==> src/rtl/seq_bit_serializer.sv <==
// Parallel-to-serial front end: WIDTH-bit words in over valid/ready,
// MSB-first bits out. Optional parity bit via SER_PARITY_EN.
module seq_bit_serializer #(
  parameter int   WIDTH      = 8,
  parameter logic IDLE_LEVEL = 1'b0
) (
  input  logic             clk,
  input  logic             rst_n,
  input  logic             load_valid,
  input  logic [WIDTH-1:0] load_data,
  output logic             load_ready,
  input  logic             bit_en,
  output logic             dout,
  output logic             dout_valid,
  output logic             last_bit,
  output logic             busy
);

`ifdef SER_PARITY_EN
  localparam int FRAME_LEN = WIDTH + 1;
`else
  localparam int FRAME_LEN = WIDTH;
`endif
  localparam int CW = $clog2(FRAME_LEN);
  localparam logic [CW-1:0] LAST_CNT = CW'(FRAME_LEN - 1);

  typedef enum logic {
    S_IDLE,
    S_SHIFT
  } state_t;

  state_t                 state_q, state_d;
  // Holds the bits still queued behind the one on dout.
  logic [FRAME_LEN-2:0]   shreg_q, shreg_d;
  logic [CW-1:0]          cnt_q, cnt_d;
  logic                   dout_q, dout_d;
  logic                   valid_q, valid_d;
  logic                   last_q, last_d;
  logic [FRAME_LEN-1:0]   frame;
  logic                   advance;
  logic                   accept;

`ifdef SER_PARITY_EN
  assign frame = {load_data, ^load_data};
`else
  assign frame = load_data;
`endif

  // State and datapath registers; reset discards any frame in flight.
  always_ff @(posedge clk or negedge rst_n) begin
    if (!rst_n) begin
      state_q <= S_IDLE;
      shreg_q <= '0;
      cnt_q   <= '0;
      dout_q  <= IDLE_LEVEL;
      valid_q <= 1'b0;
      last_q  <= 1'b0;
    end else begin
      state_q <= state_d;
      shreg_q <= shreg_d;
      cnt_q   <= cnt_d;
      dout_q  <= dout_d;
      valid_q <= valid_d;
      last_q  <= last_d;
    end
  end

  // Handshake, shift and end-of-frame decisions.
  always_comb begin
    state_d    = state_q;
    shreg_d    = shreg_q;
    cnt_d      = cnt_q;
    dout_d     = dout_q;
    valid_d    = valid_q;
    last_d     = last_q;
    load_ready = 1'b0;
    advance    = valid_q && bit_en;

    unique case (state_q)
      S_IDLE:  load_ready = 1'b1;
      S_SHIFT: load_ready = last_q && bit_en;
      default: load_ready = 1'b0;
    endcase

    accept = load_valid && load_ready;

    if (accept) begin
      state_d = S_SHIFT;
      shreg_d = frame[FRAME_LEN-2:0];
      cnt_d   = '0;
      dout_d  = frame[FRAME_LEN-1];
      valid_d = 1'b1;
      last_d  = 1'b0;
    end else if (advance && last_q) begin
      state_d = S_IDLE;
      shreg_d = '0;
      cnt_d   = '0;
      dout_d  = IDLE_LEVEL;
      valid_d = 1'b0;
      last_d  = 1'b0;
    end else if (advance) begin
      shreg_d = shreg_q << 1;
      cnt_d   = cnt_q + 1'b1;
      dout_d  = shreg_q[FRAME_LEN-2];
      last_d  = (cnt_d == LAST_CNT);
    end
  end

  assign dout       = dout_q;
  assign dout_valid = valid_q;
  assign last_bit   = last_q;
  assign busy       = valid_q;

endmodule

==> config.mk <==
export PLATFORM = sky130hd
export DESIGN_NAME = seq_bit_serializer
export DESIGN_NICKNAME = d
export VERILOG_FILES = /design/src/rtl/seq_bit_serializer.sv
export SDC_FILE = /design/constraint.sdc
export NUM_CORES = 1
export LEC_CHECK = 0
export ABC_AREA = 0
export CORE_MARGIN = 5
export CORE_UTILIZATION = 35
export DETAILED_ROUTE_END_ITERATION = 6
export SYNTH_ARGS = -nofsm -noshare
export SYNTH_HDL_FRONTEND = slang
export SYNTH_SLANG_ARGS = --single-unit
==> constraint.sdc <==
create_clock -name clk -period 2 [get_ports clk]
set_input_delay 0.2 -clock clk [delete_from_list [all_inputs] [get_ports clk]]
set_output_delay 0.2 -clock clk [all_outputs]
set_load 0.02 [all_outputs]
---- After elaboration in Yosys (flattened, before gate mapping) ----
Cells that the tools add are included.
cells by class
  add/subtract/negate cells ............... 1
  equality and inequality tests ........... 1
  muxes and demuxes ....................... 15
  bitwise gates (word level) .............. 1
  reductions and logical operators ........ 6
operators with widths
  operator                                                       number
  7-bit two-way mux                                              3
  3-bit two-way mux                                              3
  1-bit two-way mux                                              8
  1-bit logical AND                                              4
  3-bit by 1-bit adder with 3-bit output, second input constant  1
  3-bit equality test, second input constant                     1
  3-bit nonzero test                                             1
  1-bit one-hot mux with 2 select lines                          1
  2-bit nonzero test                                             1
  1-bit inverter                                                 1
word-level totals
  register bits after elaboration ......... 13
  bits of input ports ..................... 12
  output and inout port bits .............. 5
  logic and storage cells ................. 29

---- Longest topological paths before layout ----
Gate-level depths: netlist of the first run.
  word-level depth ........................ 5
  mapped depth ............................ 4
  mapped depth without buffers ............ 4

---- Worst setup path before layout of the first run ----
OpenSTA, ideal clock, no wires.
  kind .................................... register to register
  from .................................... register cnt_q[0]
  to ...................................... register last_q, in the netlist last_bit
  library setup time ...................... 0.077 ns
  arrival ................................. 1.330 ns
  data required time ...................... 1.923 ns
  setup slack ............................. 0.593 ns
  stages on the path, launching flop included .. 5
  buffers on the path ..................... 0
  period minus slack after synthesis ...... 1.407 ns
  path through ............................ dfrtp_1 ha_1 xnor2_1 or4b_1 a21oi_1
between the ends
  word-level cells in the longest chain between the ends .. 5
ends and longest elaborated chain
  element                                 line  RTL
  start: declaration                      35    logic [CW-1:0] cnt_q, cnt_d;
  start signal: assignment                61    cnt_q <= cnt_d;
  3-bit by 1-bit adder with 3-bit output  103   cnt_d = cnt_q + 1'b1;
  3-bit equality test                     105   last_d = (cnt_d == LAST_CNT);
  1-bit two-way mux                       101   end else if (advance) begin
  1-bit two-way mux                       94    end else if (advance && last_q) begin
  1-bit two-way mux                       87    if (accept) begin
  end signal: assignment                  64    last_q <= last_d;
  end: declaration                        38    logic last_q, last_d;
No other way between the ends. The select of a mux whose other input is x is not followed.
A chain may end at the register's enable or synchronous reset.

==> results.py, run 1 <==
metrics = {
    "synthesis": {
        "ys_seq_area_frac": 0.451,
        "synth.ff_latch_count": 13,
        "ys_types": 23,
        "synthesis.area_um2": 721,
        "netlist_instances": 71,
        "synth_fp_nets": 85,
        "ys.warnings.count": 0,
        "synth.avg_cell_area_um2": 10.2,
    },
    "floorplanning": {
        "die_h_um": 55.4,
        "initial_utilization": 0.367,
        "io_pins": 17,
        "die_x_um": 55.4,
        "fp-row-count": 16,
        "die_area_um2": 3070,
        "coreArea_um2": 1960,
    },
    "worst_hold_path": {
        "hold_class": "in2async",
    },
    "routing": {
        "drc_errors": 0,
        "firstDrtPassIters": 3,
        "dr_total_vias": 588,
        "first_iter_violations": 9,
        "routedWlPerCell_um": 13.1,
        "routed_wl_um": 1520,
        "vias_per_cell": 5.07,
        "ant_nets": 0,
    },
    "power_and_ir_drop": {
        "pwr-share-clk": 0.140,
        "seqPwrFrac": 0.392,
        "vdd_drop_max_uv": 529,
        "leakage_nw": 0.432,
        "p_sw_frac": 0.362,
        "power_density_nw_per_um2": 1210,
        "internal-power_uw": 717,
        "combPwrFrac": 0.467,
        "power_switching_uw": 407,
    },
    "setup_path": {
        "cp_cell_sequence": "a21bo_2, clkdlybuf4s50_1",
        "path_delay_family": "buffers and inverters",
        "crit_cells": 2,
        "reg2reg_from": "cnt_q[0]",
        "end_kind": "output pin",
        "worstPathMaxFanout": 11,
        "rr_endpoint": "last_bit",
        "cp-start-kind": "flip-flop",
        "rrSetupSlack_ns": 0.52,
        "startpoint": "busy",
        "worstPathArrival_ns": 1.59,
        "cpMaxStageDelayCell": "clkdlybuf4s50_1",
        "required_ns": 1.80,
        "crit_path_max_incr_delay_ns": 0.59,
        "r2r_cells": 4,
        "crit_end": "load_ready",
        "crit_buf_inv": 1,
        "critical_path_class": "reg2out",
    },
    "finish": {
        "final_cells": 116,
        "drive_above_1_share": 0.112,
        "layout.nets": 104,
        "design_area_um2": 930,
        "antenna_cells": 0,
        "syn2layout_area_growth_pct": 29.0,
    },
    "place": {
        "numPortBuffers": 16,
        "routabilityCongestion": 0.739,
        "hpwlAfterDp_um": 1160,
        "placedCellCount": 112,
        "post_dp_cell_area_um2": 903,
        "dp_slack_ns": 0.342,
    },
    "sta": {
        "max_freq_mhz": 559,
        "clock_skew_ns": 0.00106,
        "fin_hold_ws_ns": 0.301,
        "tightestPinTransition_ns": 0.588,
        "rsz0062_at_grt": "false",
        "slew_viol_final": 0,
        "final-setup-viol-count": 0,
        "setup_tns_ns": 0,
        "slew_headroom": 0.607,
        "hold_violations": 0,
        "period_share": 0.894,
        "setup_ws_ns": 0.211,
        "period_minus_slack_ns": 1.79,
    },
    "cts": {
        "post_cts.repair.setup_buffers": 0,
        "clkTransAtPathRegs_ns": 0.08,
        "cts.path.max_buffers": 2,
        "cts_htree_levels": 1,
        "hold_buffers": 0,
        "cts_made_buffers": 3,
        "cts-root-buf": "clkbuf_4",
        "cts-resized-gates": 0,
        "tritoncts": "yes",
        "clk_latency_ns": 0.27,
        "cts_sinks": 13,
    },
    "global_route": {
        "antenna_found_initial": 0,
        "grt_use_total": 0.111,
        "grt_max_degree": 14,
        "grt_pass1_vias": 579,
        "grt_pass1_wl_um": 2750,
        "overflow": 0,
    },
    "status": {
        "status": "finished, final reports clean",
    },
    "run": {
        "max_cap_viol_count": 0,
    },
}
## worst min path at each step
stage	startpoint	to	slack (ns)	depth (start not counted)
2_1_floorplan	rst_n	busy	-0.1	0
3_3_place_gp	shreg_q[0]	shreg_q[0]	0.53	2
3_5_place_dp	shreg_q[0]	shreg_q[0]	0.53	2
4_1_cts	rst_n	shreg_q[1]	0.31	1
5_1_grt	rst_n	shreg_q[1]	0.32	1
6_report	rst_n	shreg_q[1]	0.30	1
## flip-flops by register name, indices dropped and copies added (netlist names)
register  flops
cnt_q         3
busy          1
shreg_q       7
dout          1
last_bit      1
## kinds of logic after synthesis
group | count (synthesis) | share of synthesized area
fa+ha+maj | 2 | 0.0347
simple gates | 20 | 0.207
mux | 1 | 0.0139
xor+xnor | 1 | 0.0122
buf+inv | 14 | 0.0990
flops | 13 | 0.451
compound gates | 20 | 0.182
## cell usage in the layout, fill, tap and decap left out
master,synthesis,routed
a21bo_2,1,1
a21oi_1,11,11
a221oi_1,7,7
and2_4,1,1
and4b_1,7,7
buf_4,1,4
clkbuf_1,2,1
clkbuf_4,0,3
clkdlybuf4s50_1,0,16
dfrtp_1,13,13
ha_1,2,2
inv_1,8,8
mux2i_1,1,1
nand2_1,3,3
nand2_2,1,1
nand2b_1,1,1
nand3_1,1,1
nor2_1,2,2
nor3b_1,1,1
o21ai_0,1,1
or3_1,1,1
or4b_1,2,2
xnor2_1,1,1
## Yosys cell counts, drive strengths merged
master | instances | area, um^2
nor2 | 2 | 7.51
buf | 4 | 33.8
and4b | 7 | 70.1
or3 | 1 | 6.26
o21ai | 1 | 5.00
clkbuf | 2 | 7.51
a221oi | 7 | 61.3
nand2 | 4 | 17.5
mux2i | 1 | 10.0
nand3 | 1 | 5.00
ha | 2 | 25.0
dfrtp | 13 | 325
nor3b | 1 | 7.51
or4b | 2 | 20.0
a21bo | 1 | 10.0
a21oi | 11 | 55.1
inv | 8 | 30.0
and2 | 1 | 8.76
nand2b | 1 | 6.26
xnor2 | 1 | 8.76
## layout make-up
cell class | instances | area (um^2)
tap | 27 | 33.8
clock buffer | 4 | 26.3
fill | 210 | 1030
multi-input combinational | 44 | 324
sequential | 13 | 325
inverter | 8 | 30.0
timing repair buffer | 20 | 190
## layer usage
| layer | global-route usage | up-vias | wire length (um) | part of all wire |
|---|---|---|---|---|
| met4 | 0.0417 | 0 | 28 | 0.018 |
| li1 | - | 293 | - | - |
| met3 | 0.0466 | 2 | 78 | 0.051 |
| met2 | 0.160 | 13 | 702 | 0.46 |
| met5 | 0 | - | 0 | 0 |
| met1 | 0.145 | 280 | 710 | 0.47 |
## power groups by stage
| stage | Sequential (mW) | Clock (mW) | Combinational, mW |
|---|---|---|---|
| global route | 0.459 | 0.187 | 0.590 |
| detailed placement | 0.447 | 0 | 0.536 |
| floorplan | 0.451 | 0 | 0.356 |
| global placement | 0.443 | 0 | 0.517 |
| CTS | 0.442 | 0.169 | 0.538 |
| finish | 0.441 | 0.158 | 0.525 |
## stage by stage
stage          power (mW)   util
2_1_floorplan       0.807      -
3_3_place_gp        0.960  0.460
3_5_place_dp        0.983  0.460
4_1_cts              1.15  0.474
5_1_grt              1.24  0.474
6_report             1.12  0.474
Note: power is estimated with default switching activity, not from simulation.
==> run 2: changes to the inputs <==
Settings changed: MAX_ROUTING_LAYER set to met4.
Clock period 2 ns to 2.3 ns, I/O delays scaled along.
==> run 2 against run 1 <==
Effect of this change:
- register-to-register slack gained 0.28 ns
- setup slack better by 0.074 ns
- core utilization fell by 0.77 points
- total power down 14%
- critical path depth did not move
- via count is 2.6% lower
- first-iteration DRC count grew 33%
- sequential cell count is the same
- largest power group unchanged
==> results.py, run 2 (synthesis results as in run 1) <==
metrics = {
    "routing": {
        "routedWlPerCell_um": 13.3,
        "ant_nets": 0,
        "firstDrtPassIters": 4,
        "dr_total_vias": 573,
        "vias_per_cell": 5.03,
        "routed_wl_um": 1520,
        "drc_errors": 0,
        "first_iter_violations": 12,
    },
    "finish": {
        "layout.nets": 102,
        "drive_above_1_share": 0.0920,
        "final_cell_mix": "clkdlybuf4s50_1 (16), dfrtp_1 (13), a21oi_1 (11)",
        "largest_register_ffs": 7,
        "largestRegisters": "shreg_q: 7 flops, cnt_q: 3 flops",
        "final_common_cell": "clkdlybuf4s50_1",
        "syn2layout_area_growth_pct": 26.9,
        "antenna_cells": 0,
        "max_flop_register": "shreg_q",
        "final_util": 0.466,
    },
    "sta": {
        "final-setup-viol-count": 0,
        "max_freq_mhz": 496,
        "period_minus_slack_ns": 2.02,
        "clock_skew_ns": 0.00685,
        "setup_tns_ns": 0,
        "slew_headroom": 0.614,
        "hold_violations": 0,
        "period_share": 0.876,
        "slew_viol_final": 0,
        "tightestPinTransition_ns": 0.578,
        "rsz0062_at_grt": "false",
    },
    "global_route": {
        "grt_use_total": 0.112,
        "overflow": 0,
        "grt_pass1_wl_um": 2680,
        "grt_pass1_vias": 600,
        "antenna_found_initial": 0,
        "grt_max_degree": 16,
    },
    "cts": {
        "cts-resized-gates": 0,
        "clk_latency_ns": 0.28,
        "clkTransAtPathRegs_ns": 0.08,
        "cts-root-buf": "clkbuf_4",
        "post_cts.repair.setup_buffers": 0,
        "cts.path.max_buffers": 2,
        "cts_htree_levels": 1,
        "hold_buffers": 0,
        "cts_sinks": 13,
        "cts_made_buffers": 3,
        "tritoncts": "yes",
    },
    "floorplanning": {
        "initial_utilization": 0.367,
        "die_h_um": 55.4,
        "io_pins": 17,
        "coreArea_um2": 1960,
        "fp-row-count": 16,
        "die_x_um": 55.4,
        "die_area_um2": 3070,
    },
    "status": {
        "status": "finished, final reports clean",
    },
    "power_and_ir_drop": {
        "power_density_nw_per_um2": 1050,
        "leakage_nw": 0.422,
        "vdd_drop_max_uv": 470,
    },
    "setup_path": {
        "required_ns": 2.07,
        "worstPathArrival_ns": 1.79,
        "startpoint": "busy",
        "worstPathMaxFanout": 11,
        "rrSetupSlack_ns": 0.80,
        "r2r_cells": 3,
        "end_kind": "output pin",
        "reg2reg_from": "busy",
        "cp-start-kind": "flip-flop",
        "rr_endpoint": "last_bit",
        "critical_path_class": "reg2out",
    },
    "run": {
        "max_cap_viol_count": 0,
    },
    "place": {
        "hpwlAfterDp_um": 1070,
        "numPortBuffers": 16,
        "routabilityCongestion": 0.725,
    },
    "worst_hold_path": {
        "hold_class": "in2async",
    },
}
-- run 2: cell count changes in the layout (fill, tap and decap cells not counted), sizes merged --
cell	delta
buf	-2
-- run 2: stage by stage --
stage	cells	area [um^2]	setup slack (ns)	hold WS [ns]	total power [mW]
floorplan	71	721	0.893	-0.0656	0.702
global placement	110	888	0.476	0.528	0.822
detailed placement	110	888	0.456	0.532	0.832
CTS	114	915	0.283	0.338	0.979
global route	114	915	0.223	0.368	1.06
finish	114	915	0.285	0.315	0.964
-- run 2: worst max path at each step --
stage	endpoint	slack (ns)	cells past startpoint
4_1_cts	load_ready	0.28	2
5_1_grt	load_ready	0.22	2
2_1_floorplan	last_bit	0.89	4
6_report	load_ready	0.28	2
3_3_place_gp	load_ready	0.48	3
3_5_place_dp	load_ready	0.46	3
-- run 2: routing by layer --
layer  wire, um  part of all wire  global-route usage
met3         78             0.051              0.0396
met2        687              0.45               0.182
met1        736              0.49               0.125
met5          0                 0                   -
met4         12            0.0079              0.0417
-- run 2: report_power, final --
part / total [mW] / switching [mW] / internal, mW
Combinational: 0.444 / 0.216 / 0.228
Sequential: 0.380 / 0.0640 / 0.315
Clock: 0.140 / 0.0732 / 0.0672
Total: 0.964 / 0.353 / 0.611
-- run 2: cell type report --
class                   instances  area (um^2)
clock buffers                   4         26.3
fillers                       216         1050
inverters                       8         30.0
well taps                      27         33.8
multi-input cells              44          324
flip-flops and latches         13          325
repair buffers                 18          175
-- run 2: worst max-delay path, cell delays in order (launching register included) --
cell and delay, ns:
dfrtp_1 0.50, a21bo_2 0.37, clkdlybuf4s50_1 0.64
